**src/rtl/clksel_if.sv**
```systemverilog
// Host-side handshake bundle for the PHI2 clock-selection stage: access hint, config bus,
// switch feedback and the registered select outputs.
interface clksel_if;
    logic       fast_req;
    logic       cfg_we;
    logic       cfg_addr;
    logic [7:0] cfg_wdata;
    logic [7:0] cfg_rdata;
    logic       hsclk_selected;
    logic       lsclk_selected;
    logic       hsclk_sel;
    logic [1:0] cpuclk_div_sel;
    logic       sw_busy;
    logic       sw_err;

    modport master (
        output fast_req, cfg_we, cfg_addr, cfg_wdata, hsclk_selected, lsclk_selected,
        input  cfg_rdata, hsclk_sel, cpuclk_div_sel, sw_busy, sw_err
    );

    modport slave (
        input  fast_req, cfg_we, cfg_addr, cfg_wdata, hsclk_selected, lsclk_selected,
        output cfg_rdata, hsclk_sel, cpuclk_div_sel, sw_busy, sw_err
    );
endinterface

```
**src/rtl/clksel_ctrl.sv**
```systemverilog
// Clock-selection policy FSM driving the PHI2 clock switch, with turbo/divider config register.
// Optional SWITCH_COUNT_EN adds an 8-bit HS-entry counter readable at status address.
module clksel_ctrl #(
    parameter int STARTUP_HOLDOFF = 16,
    parameter int MIN_HS_DWELL    = 2,
    parameter int SWITCH_TIMEOUT  = 15
) (
    input  logic     lsclk_in,
    input  logic     rst_b,
    clksel_if.slave  bus
);

    typedef enum logic [1:0] {ST_LS, ST_HS_REQ, ST_HS, ST_LS_REQ} state_t;

    localparam logic [7:0] HOLD_INIT = 8'(STARTUP_HOLDOFF);
    localparam logic [3:0] DWELL_MAX = 4'(MIN_HS_DWELL);
    localparam logic [7:0] TMO_MAX   = 8'(SWITCH_TIMEOUT);

    state_t     state_q;
    logic [7:0] hold_q;
    logic [3:0] dwell_q;
    logic [7:0] tmo_q;
    logic       turbo_q;
    logic [1:0] divp_q;
    logic [1:0] div_q;
    logic       hs_sel_q;
    logic       busy_q;
    logic       err_q;
    logic       hs_meta_q;
    logic       hs_sync_q;
`ifdef SWITCH_COUNT_EN
    logic [7:0] cnt_q;
`endif

    logic holdoff_done, dwell_done, tmo_fire, ls_done, go_hs, hs_entry, err_set;
    logic wr_ctrl, wr_stat, err_clr;

    assign holdoff_done = (hold_q == 8'd0);
    assign dwell_done   = (dwell_q == DWELL_MAX);
    // Counter saturates at the limit so a stuck LS_REQ fires only once.
    assign tmo_fire     = (tmo_q != TMO_MAX) && ((tmo_q + 8'd1) == TMO_MAX);
    assign ls_done      = bus.lsclk_selected && !hs_sync_q;
    // Divider must already match the pending value, so it settles before HS is requested.
    assign go_hs        = turbo_q && bus.fast_req && holdoff_done && bus.lsclk_selected &&
                          (div_q == divp_q);
    assign hs_entry     = (state_q == ST_HS_REQ) && hs_sync_q;
    assign err_set      = tmo_fire && (((state_q == ST_HS_REQ) && !hs_sync_q) ||
                                       ((state_q == ST_LS_REQ) && !ls_done));
    assign wr_ctrl      = bus.cfg_we && !bus.cfg_addr;
    assign wr_stat      = bus.cfg_we &&  bus.cfg_addr;
    assign err_clr      = wr_stat && bus.cfg_wdata[2];

    always_ff @(posedge lsclk_in or negedge rst_b) begin
        if (!rst_b) begin
            state_q   <= ST_LS;
            hold_q    <= HOLD_INIT;
            dwell_q   <= 4'd0;
            tmo_q     <= 8'd0;
            turbo_q   <= 1'b0;
            divp_q    <= 2'b10;
            div_q     <= 2'b10;
            hs_sel_q  <= 1'b0;
            busy_q    <= 1'b0;
            err_q     <= 1'b0;
            hs_meta_q <= 1'b0;
            hs_sync_q <= 1'b0;
`ifdef SWITCH_COUNT_EN
            cnt_q     <= 8'd0;
`endif
        end else begin
            hs_meta_q <= bus.hsclk_selected;
            hs_sync_q <= hs_meta_q;
            if (!holdoff_done) hold_q <= hold_q - 8'd1;

            if (wr_ctrl) begin
                turbo_q <= bus.cfg_wdata[0];
                divp_q  <= bus.cfg_wdata[2:1];
            end

            if (err_set)      err_q <= 1'b1;
            else if (err_clr) err_q <= 1'b0;

`ifdef SWITCH_COUNT_EN
            if (wr_stat && bus.cfg_wdata[7]) cnt_q <= 8'd0;
            else if (hs_entry)               cnt_q <= cnt_q + 8'd1;
`endif

            case (state_q)
                ST_LS: begin
                    div_q <= divp_q;
                    if (go_hs) begin
                        state_q  <= ST_HS_REQ;
                        hs_sel_q <= 1'b1;
                        busy_q   <= 1'b1;
                        tmo_q    <= 8'd0;
                    end
                end
                ST_HS_REQ: begin
                    if (hs_entry) begin
                        state_q <= ST_HS;
                        busy_q  <= 1'b0;
                        dwell_q <= 4'd0;
                    end else if (tmo_fire) begin
                        state_q  <= ST_LS_REQ;
                        hs_sel_q <= 1'b0;
                        tmo_q    <= 8'd0;
                    end else begin
                        tmo_q <= tmo_q + 8'd1;
                    end
                end
                ST_HS: begin
                    if (!dwell_done) dwell_q <= dwell_q + 4'd1;
                    // Turbo-off bypasses the dwell requirement.
                    if ((!bus.fast_req && dwell_done) || !turbo_q) begin
                        state_q  <= ST_LS_REQ;
                        hs_sel_q <= 1'b0;
                        busy_q   <= 1'b1;
                        tmo_q    <= 8'd0;
                    end
                end
                ST_LS_REQ: begin
                    if (ls_done) begin
                        state_q <= ST_LS;
                        busy_q  <= 1'b0;
                    end else if (tmo_q != TMO_MAX) begin
                        tmo_q <= tmo_q + 8'd1;
                    end
                end
                default: state_q <= ST_LS;
            endcase
        end
    end

    assign bus.hsclk_sel      = hs_sel_q;
    assign bus.cpuclk_div_sel = div_q;
    assign bus.sw_busy        = busy_q;
    assign bus.sw_err         = err_q;

    always_comb begin
        bus.cfg_rdata = 8'h00;
        if (!bus.cfg_addr) begin
            bus.cfg_rdata = {5'b0, divp_q, turbo_q};
        end else begin
`ifdef SWITCH_COUNT_EN
            bus.cfg_rdata = cnt_q;
`else
            bus.cfg_rdata = {4'h0, holdoff_done, err_q, busy_q, hs_sel_q};
`endif
        end
    end

endmodule

```
**src/flat_wrapper.sv**
```systemverilog
// flat-port wrapper written by rule: the top's interface ports become plain ports
module clksel_ctrl_flat 
#(
    parameter int STARTUP_HOLDOFF = 16,
    parameter int MIN_HS_DWELL    = 2,
    parameter int SWITCH_TIMEOUT  = 15
)
  (lsclk_in, rst_b, bus_fast_req, bus_cfg_we, bus_cfg_addr, bus_cfg_wdata, bus_hsclk_selected, bus_lsclk_selected, bus_cfg_rdata, bus_hsclk_sel, bus_cpuclk_div_sel, bus_sw_busy, bus_sw_err);
  clksel_if bus_i ();
  input  logic lsclk_in;
  input  logic rst_b;
  input wire logic [$bits(bus_i.fast_req)-1:0] bus_fast_req;
  input wire logic [$bits(bus_i.cfg_we)-1:0] bus_cfg_we;
  input wire logic [$bits(bus_i.cfg_addr)-1:0] bus_cfg_addr;
  input wire logic [$bits(bus_i.cfg_wdata)-1:0] bus_cfg_wdata;
  input wire logic [$bits(bus_i.hsclk_selected)-1:0] bus_hsclk_selected;
  input wire logic [$bits(bus_i.lsclk_selected)-1:0] bus_lsclk_selected;
  output wire logic [$bits(bus_i.cfg_rdata)-1:0] bus_cfg_rdata;
  output wire logic [$bits(bus_i.hsclk_sel)-1:0] bus_hsclk_sel;
  output wire logic [$bits(bus_i.cpuclk_div_sel)-1:0] bus_cpuclk_div_sel;
  output wire logic [$bits(bus_i.sw_busy)-1:0] bus_sw_busy;
  output wire logic [$bits(bus_i.sw_err)-1:0] bus_sw_err;
  assign bus_i.fast_req = bus_fast_req;
  assign bus_i.cfg_we = bus_cfg_we;
  assign bus_i.cfg_addr = bus_cfg_addr;
  assign bus_i.cfg_wdata = bus_cfg_wdata;
  assign bus_i.hsclk_selected = bus_hsclk_selected;
  assign bus_i.lsclk_selected = bus_lsclk_selected;
  assign bus_cfg_rdata = bus_i.cfg_rdata;
  assign bus_hsclk_sel = bus_i.hsclk_sel;
  assign bus_cpuclk_div_sel = bus_i.cpuclk_div_sel;
  assign bus_sw_busy = bus_i.sw_busy;
  assign bus_sw_err = bus_i.sw_err;
  clksel_ctrl #(.STARTUP_HOLDOFF(STARTUP_HOLDOFF), .MIN_HS_DWELL(MIN_HS_DWELL), .SWITCH_TIMEOUT(SWITCH_TIMEOUT)) u_core (.lsclk_in(lsclk_in), .rst_b(rst_b), .bus(bus_i));
endmodule
```
**config.mk**
```make
export PLATFORM = sky130hd
export DESIGN_NAME = clksel_ctrl_flat
export DESIGN_NICKNAME = d
export VERILOG_FILES = /design/src/rtl/clksel_if.sv /design/src/rtl/clksel_ctrl.sv /design/src/flat_wrapper.sv
export SDC_FILE = /design/constraint.sdc
export NUM_CORES = 1
export LEC_CHECK = 0
export ABC_AREA = 1
export ABC_CLOCK_PERIOD_IN_PS = 2800
export CELL_PAD_IN_SITES_DETAIL_PLACEMENT = 1
export CELL_PAD_IN_SITES_GLOBAL_PLACEMENT = 1
export CORE_MARGIN = 5
export CORE_UTILIZATION = 43
export CTS_CLUSTER_SIZE = 28
export DETAILED_ROUTE_END_ITERATION = 8
export GPL_TIMING_DRIVEN = 0
export PLACE_DENSITY_LB_ADDON = 0.1
export SLEW_MARGIN = 10
export SYNTH_ARGS = -nofsm -noshare
export SYNTH_HDL_FRONTEND = slang
export SYNTH_SLANG_ARGS = --single-unit
```
**constraint.sdc**
```tcl
create_clock -name lsclk_in -period 2.8 [get_ports lsclk_in]
set_clock_uncertainty 0.05 [all_clocks]
set_input_delay 0.28 -clock lsclk_in [delete_from_list [all_inputs] [get_ports lsclk_in]]
set_output_delay 0.28 -clock lsclk_in [all_outputs]
set_load 0.01 [all_outputs]
```
Yosys cells after proc, flatten, opt, wreduce, memory -nomap -nowiden. Cells that the tools add are included.

Word-level logic and storage cells: 91. Bits of input ports: 15. Register bits: 32.

Equality and inequality tests: 17. Muxes and demuxes: 28. Reduce and logical (&&, ||, !) cells: 31. Add/subtract/negate cells: 3.

Operators by type and width (number): 8-bit 2-to-1 mux (6); 8-bit case mux with 4 select lines (1); 1-bit logical AND (14); 4-bit 2-to-1 mux (3); 2-bit by 1-bit != test with 1-bit output, second input constant (6); 2-bit 2-to-1 mux (5); 5-bit AND reduction (2); 1-bit 2-to-1 mux (9); 8-bit by 1-bit adder with 8-bit output, second input constant (1); 8-bit by 4-bit equality test with 1-bit output, second input constant (1); 8-bit zero test (1); 8-bit by 4-bit != test with 1-bit output, second input constant (1); 2-bit case mux with 4 select lines (1); 4-bit case mux with 2 select lines (1); 4-bit AND reduction (2); 8-bit by 1-bit subtractor with 8-bit output, second input constant (1); 2-bit != test, second input constant (3); 1-bit zero test (5); 4-bit by 1-bit adder with 4-bit output, second input constant (1); 2-bit equality test, second input constant (2); 4-bit by 2-bit equality test with 1-bit output, second input constant (1); 1-bit case mux with 4 select lines (1); 2-bit nonzero test (2); 3-bit by 1-bit != test with 1-bit output, second input constant (1); 7 further kinds (8).

Logic depth before layout (Yosys ltp).
Word-level depth: 7. Gate-level depth with buffers: 12. Gate-level depth less buffers: 12.

Worst setup path before layout. Ideal clock, no wire load.

Path type: register -> register. From: register u_core.tmo_q[0]. To: register u_core.hs_sel_q (netlist: u_core.bus.hsclk_sel). Period minus slack after synthesis: 1.646 ns. Buffers on the path: 0. Cell stages (with the launch flop): 12. Setup slack: 1.154 ns. Library setup time: 0.117 ns. Arrival: 1.479 ns. Cell sequence: dfrtp_1 > ha_1 > nand2_1 > nand3_1 > nor2_1 > nand2_1 > nor2_1 > nand3_1 > nand2_4 > nand2_1 > nand2_1 > nand2_1.

Word-level cells in the longest chain between the ends: 5. Elaborated cells between the ends (all ways): 6.

Ends and longest elaborated chain: from (decl) (line clksel_ctrl.sv:22) `logic [7:0] tmo_q;`; from (signal assigned) (line clksel_ctrl.sv:108) `tmo_q <= tmo_q + 8'd1;`; from (signal assigned) (line clksel_ctrl.sv:126) `tmo_q <= tmo_q + 8'd1;`; 8-bit by 1-bit adder with 8-bit output (line clksel_ctrl.sv:41) `assign tmo_fire = (tmo_q != TMO_MAX) && ((tmo_q + 8'd1) == TMO_MAX);`; 8-bit by 4-bit equality test with 1-bit output (line clksel_ctrl.sv:41); 1-bit logical AND (*) (line clksel_ctrl.sv:41); 2-bit by 1-bit != test with 1-bit output (no line) (*); 5-bit AND reduction (no line) (*); to (signal assigned) (line clksel_ctrl.sv:62) `hs_sel_q <= 1'b0;`; to (signal assigned) (line clksel_ctrl.sv:93) `hs_sel_q <= 1'b1;`; to (signal assigned) (line clksel_ctrl.sv:105) `hs_sel_q <= 1'b0;`; to (decl) (line clksel_ctrl.sv:26) `logic hs_sel_q;`.

Mark *: on every way between the ends. The rest lies on a longest branch, timed or not. A chain may end at the register's enable or synchronous reset.

Worst setup path after layout.
From: register u_core.hold_q[0]. To: output port bus_cfg_rdata[3].

Word-level cells in the longest chain between the ends: 2.

Ends and longest elaborated chain: from (decl) (line clksel_ctrl.sv:20) `logic [7:0] hold_q;`; from (signal assigned) (line clksel_ctrl.sv:73) `if (!holdoff_done) hold_q <= hold_q - 8'd1;`; 8-bit zero test (line clksel_ctrl.sv:38) `assign holdoff_done = (hold_q == 8'd0);`; 4-bit 2-to-1 mux (line clksel_ctrl.sv:141) `if (!bus.cfg_addr) begin`; to (decl) (line flat_wrapper.sv:18) `output wire logic [$bits(bus_i.cfg_rdata)-1:0] bus_cfg_rdata;`.

Every way passes these cells.

==> results.md <==
- The run finished, with violations left.
- The final reports fail on negative hold slack.
- By instance count, the cell type seen most on the critical path is sky130_fd_sc_hd__inv_1.
- The type of origin of the critical path is a flip-flop.
- The slowest library cell on the worst path is sky130_fd_sc_hd__clkdlybuf4s50_1.
- The cell area power density is 802.5 mW/mm^2.
- The detailed-route wire length per cell is 13.83 um.
- The number of levels in the clock H-tree is 2.
- The post-CTS resize count is 0.
- The top-level port count is 28.
- In this run the vertical extent of the chip is 78.19 um.
- The die width is 78.19 um.
- Walking the worst path, the cells encountered are inv_1 > ha_1 > nand3_1 > nor2_4 > inv_1 > nor2_1 > clkdlybuf4s50_1.
- The data required time at the worst endpoint is 2470 ps.
- The final estimated routing congestion in global placement is 0.7733.
- The total wirelength of the detailed-routed design is 4840 um.
- The slack of the worst reg-to-reg path is 880 ps.
- The pre-antenna-repair detailed-routing pass consisted of 4 iterations.
- The global-route usage over all layers is 17.41%.
- The number of buffers and inverters on the critical path is 3.
- The CTS sink count is 32.
- The area fraction of the dominant cell type after synthesis is 36.30%.
- Clock-pin slew was measured on the worst setup and hold paths at 70 ps.
- The die covers 0.006114 sq mm.
- The signal arrival time at the worst endpoint is 2100 ps.
- Timing would allow up to 412.2 MHz.
- The worst slew margin relative to its limit is 50.93%.
- The maximum VDD drop is 0.0002778 V.
- The via count of the first global-routing pass is 1876.
- The commonest register cell after synthesis is sky130_fd_sc_hd__dfrtp_1.
- The number of hold buffers added after CTS was 0.
- The number of endpoints with negative hold slack in the final report is 3.
- The highest cell delay on the worst timing path is 540 ps.
- The region available for standard cell placement spans 0.004444 sq mm.
- The pin count of the biggest net entering global routing is 33.
- The tree is rooted in a sky130_fd_sc_hd__clkbuf_8.
- Yosys attributes the largest share of cell area to sky130_fd_sc_hd__dfrtp_1, sky130_fd_sc_hd__nand2_1, sky130_fd_sc_hd__inv_1, sky130_fd_sc_hd__ha_1, sky130_fd_sc_hd__nand3_1.
- The remaining global-route overflow is 0.
- Ranked by instance count, the synthesized netlist is headed by sky130_fd_sc_hd__nand2_1, sky130_fd_sc_hd__inv_1, sky130_fd_sc_hd__dfrtp_1, sky130_fd_sc_hd__nor2_1, sky130_fd_sc_hd__nand3_1.
- The floorplan has 24 rows.
- Buffers placed on the I/O ports in this run total 18.
- The maximum clock path buffer count is 2.
- The diode insertion count for antenna repair is 0.
- The cell count after synthesis is 269.
- The type of the tightest min-delay check is primary input to async pin.
- The final layout contains 323 nets.
- Dividing the detail-routed via count by the number of cells gives 5.117.
- Counting distinct cell types in the post-synthesis netlist gives 29.
- Each instance of the synthesized netlist takes up on average 7.433 sq um.
- Setup violations remaining at the end of the flow were counted as 0.
- After synthesis, the share of flip-flops with an asynchronous set or reset is 100.0%.
- Cells with a size suffix above 1 make up 13.09% of the layout.
- The share of the clock period used by the worst path after layout is 86.63%.
- The wire length of the first global-routing pass is 8473 um.
- For the pin with the worst max-slew slack, the measured transition is 736.1 ps.
- The tool flagged a number of max-cap violations equal to 0.
- The final-layout setup total negative slack is 0 ps.
- The library cell with the largest summed area after synthesis is sky130_fd_sc_hd__dfrtp_1.
- The leakage power of the design is 1.202 nW.
- Detailed placement ended at an HPWL of 3707 um.
- The synthesized design contains 32 register bits.
- The most frequent cell after synthesis is sky130_fd_sc_hd__nand2_1.
- Counting I/O delays and the setup requirement, the final critical path takes 2426 ps.
- After the first detailed-routing iteration, the DRC count stood at 76.
- The number of max-slew violations in the final report was 0.
- The total of warnings raised by yosys is 0.
- Once the clock tree was built, the setup fixing pass inserted 0 buffers.
- The critical-path maximum fanout is 10.
- The post-synthesis instance area is 0.001999 sq mm.
- The antenna violation net count after detailed routing is 0.
- The initial antenna violation count was 0.
- The initial cell density of the core is 44.99%.
- The insertion delay of the later-clocked pin in the worst-skew pair is 290 ps.
- The type of the worst setup path is flip-flop to output pin.
- The synthesized design contains 0 enable-type register cells.
- Setup repair after global routing left no endpoint under its margin.
- The endpoint kind of the worst setup timing path is an output pin.
- Summing the sequential cell areas from Yosys gives 40.24% of the chip area.
- Buffers inserted during clock tree synthesis total 5.
- The total number of vias is 1791.
- TritonCTS built the clock tree.
- The tightest hold path in the finished design has a slack of -10.27 ps.
- The growth of design area from synthesis to finish is 18.15%.
- The largest delay contributor family on the critical path is buffers and inverters.
- In the routed design, unresolved DRC markers number 0.
-- placed cells by master (no fill, tap or decap), types with 5 or more instances in the layout --
master	Yosys	routed
sky130_fd_sc_hd__inv_1	39	39
sky130_fd_sc_hd__nand2_1	76	76
sky130_fd_sc_hd__ha_1	11	11
sky130_fd_sc_hd__clkdlybuf4s50_1	0	17
sky130_fd_sc_hd__dfrtp_1	29	29
sky130_fd_sc_hd__nand4_1	8	8
sky130_fd_sc_hd__a21oi_1	8	8
sky130_fd_sc_hd__o21ai_0	14	14
sky130_fd_sc_hd__clkbuf_8	0	5
sky130_fd_sc_hd__nand3_1	18	18
sky130_fd_sc_hd__nand2_2	7	7
sky130_fd_sc_hd__nor2_1	21	21
-- final cells by class --
class | instances | area [sq um]
fillers | 593 | 2082
multi-input cells | 195 | 1021
flip-flops and latches | 32 | 804.5
repair buffers | 18 | 175.2
inverters | 41 | 155.1
clock buffers | 5 | 68.82
well taps | 52 | 65.06
clock inverters | 3 | 42.54
plain buffers | 4 | 30.03
-- kinds of logic (layout without fill, tap and decap cells) --
group	count (synthesis)	after routing	synth area share, %
adder cells (fa/ha/maj)	11	11	6.884
XOR/XNOR	4	4	1.753
AO/OA/AOI/OAI	34	34	9.888
flip-flops	32	32	40.24
AND/OR/NAND/NOR	142	142	31.79
buffers and inverters	45	71	9.261
other	1	4	0.1876
-- report_power, final --
part / internal (mW) / switching, mW
sequential: 0.552 / 0.0849
clock: 0.263 / 0.186
combinational: 0.293 / 0.517
-- path summary, 6_finish.rpt --
check	startpoint	depth (start not counted)	to
setup / recovery	u_core.hold_q[0]$_DFFE_PN0P_	7	bus_cfg_rdata[3]
hold / removal	rst_b	1	u_core.hold_q[7]$_DFFE_PN0P_
setup reg to reg	u_core.hold_q[0]$_DFFE_PN0P_	10	u_core.tmo_q[4]$_DFFE_PN0P_
hold reg to reg	u_core.hs_meta_q$_DFF_PN0_	0	u_core.hs_sync_q$_DFF_PN0_
max in group asynchronous	rst_b	1	u_core.state_q[0]$_DFFE_PN0P_
min in group lsclk_in	u_core.hs_meta_q$_DFF_PN0_	0	u_core.hs_sync_q$_DFF_PN0_
-- metal layers --
metal  global-route usage [%]  vias to the layer above  routed length [um]
met5                        0                        -                   0
met4                    7.517                        0                 119
met3                    3.661                       10                 183
met2                    30.22                       31                2334
met1                    20.86                      845                2203
li1                         -                      905                   -
-- registers in the layout (all words and copies together), names as in the netlist --
register	count
u_core.hold_q	8
u_core.tmo_q	8
u_core.dwell_q	4
u_core.bus.cpuclk_div_sel	2
u_core.divp_q	2
u_core.state_q	2
u_core.bus.hsclk_sel	1
u_core.bus.sw_busy	1
u_core.bus.sw_err	1
u_core.hs_meta_q	1
u_core.hs_sync_q	1
u_core.turbo_q	1
-- worst reg2reg max path: cells and delay by family (launching register included) --
family	cells	cell delay, ps
AO/OA/AOI/OAI	1	120
adder cells (fa/ha/maj)	1	170
buffers and inverters	2	300
flip-flops	1	370
AND/OR/NAND/NOR	6	840
-- per-stage QoR --
| stage | util (%) | setup WS [ps] | instance area (sq um) | std cells | power, mW |
|---|---|---|---|---|---|
| after floorplan | - | 1154 | 2011 | 272 | 1.182 |
| after global placement | 50.76 | 721.4 | 2256 | 342 | 1.430 |
| after detailed placement | 50.65 | 667.4 | 2251 | 342 | 1.460 |
| after CTS | 53.15 | 338.0 | 2362 | 350 | 1.928 |
| after global routing | 53.15 | 251.5 | 2362 | 350 | 2.059 |
| final | 53.15 | 374.3 | 2362 | 350 | 1.896 |
(Power assumes the default switching activity.)
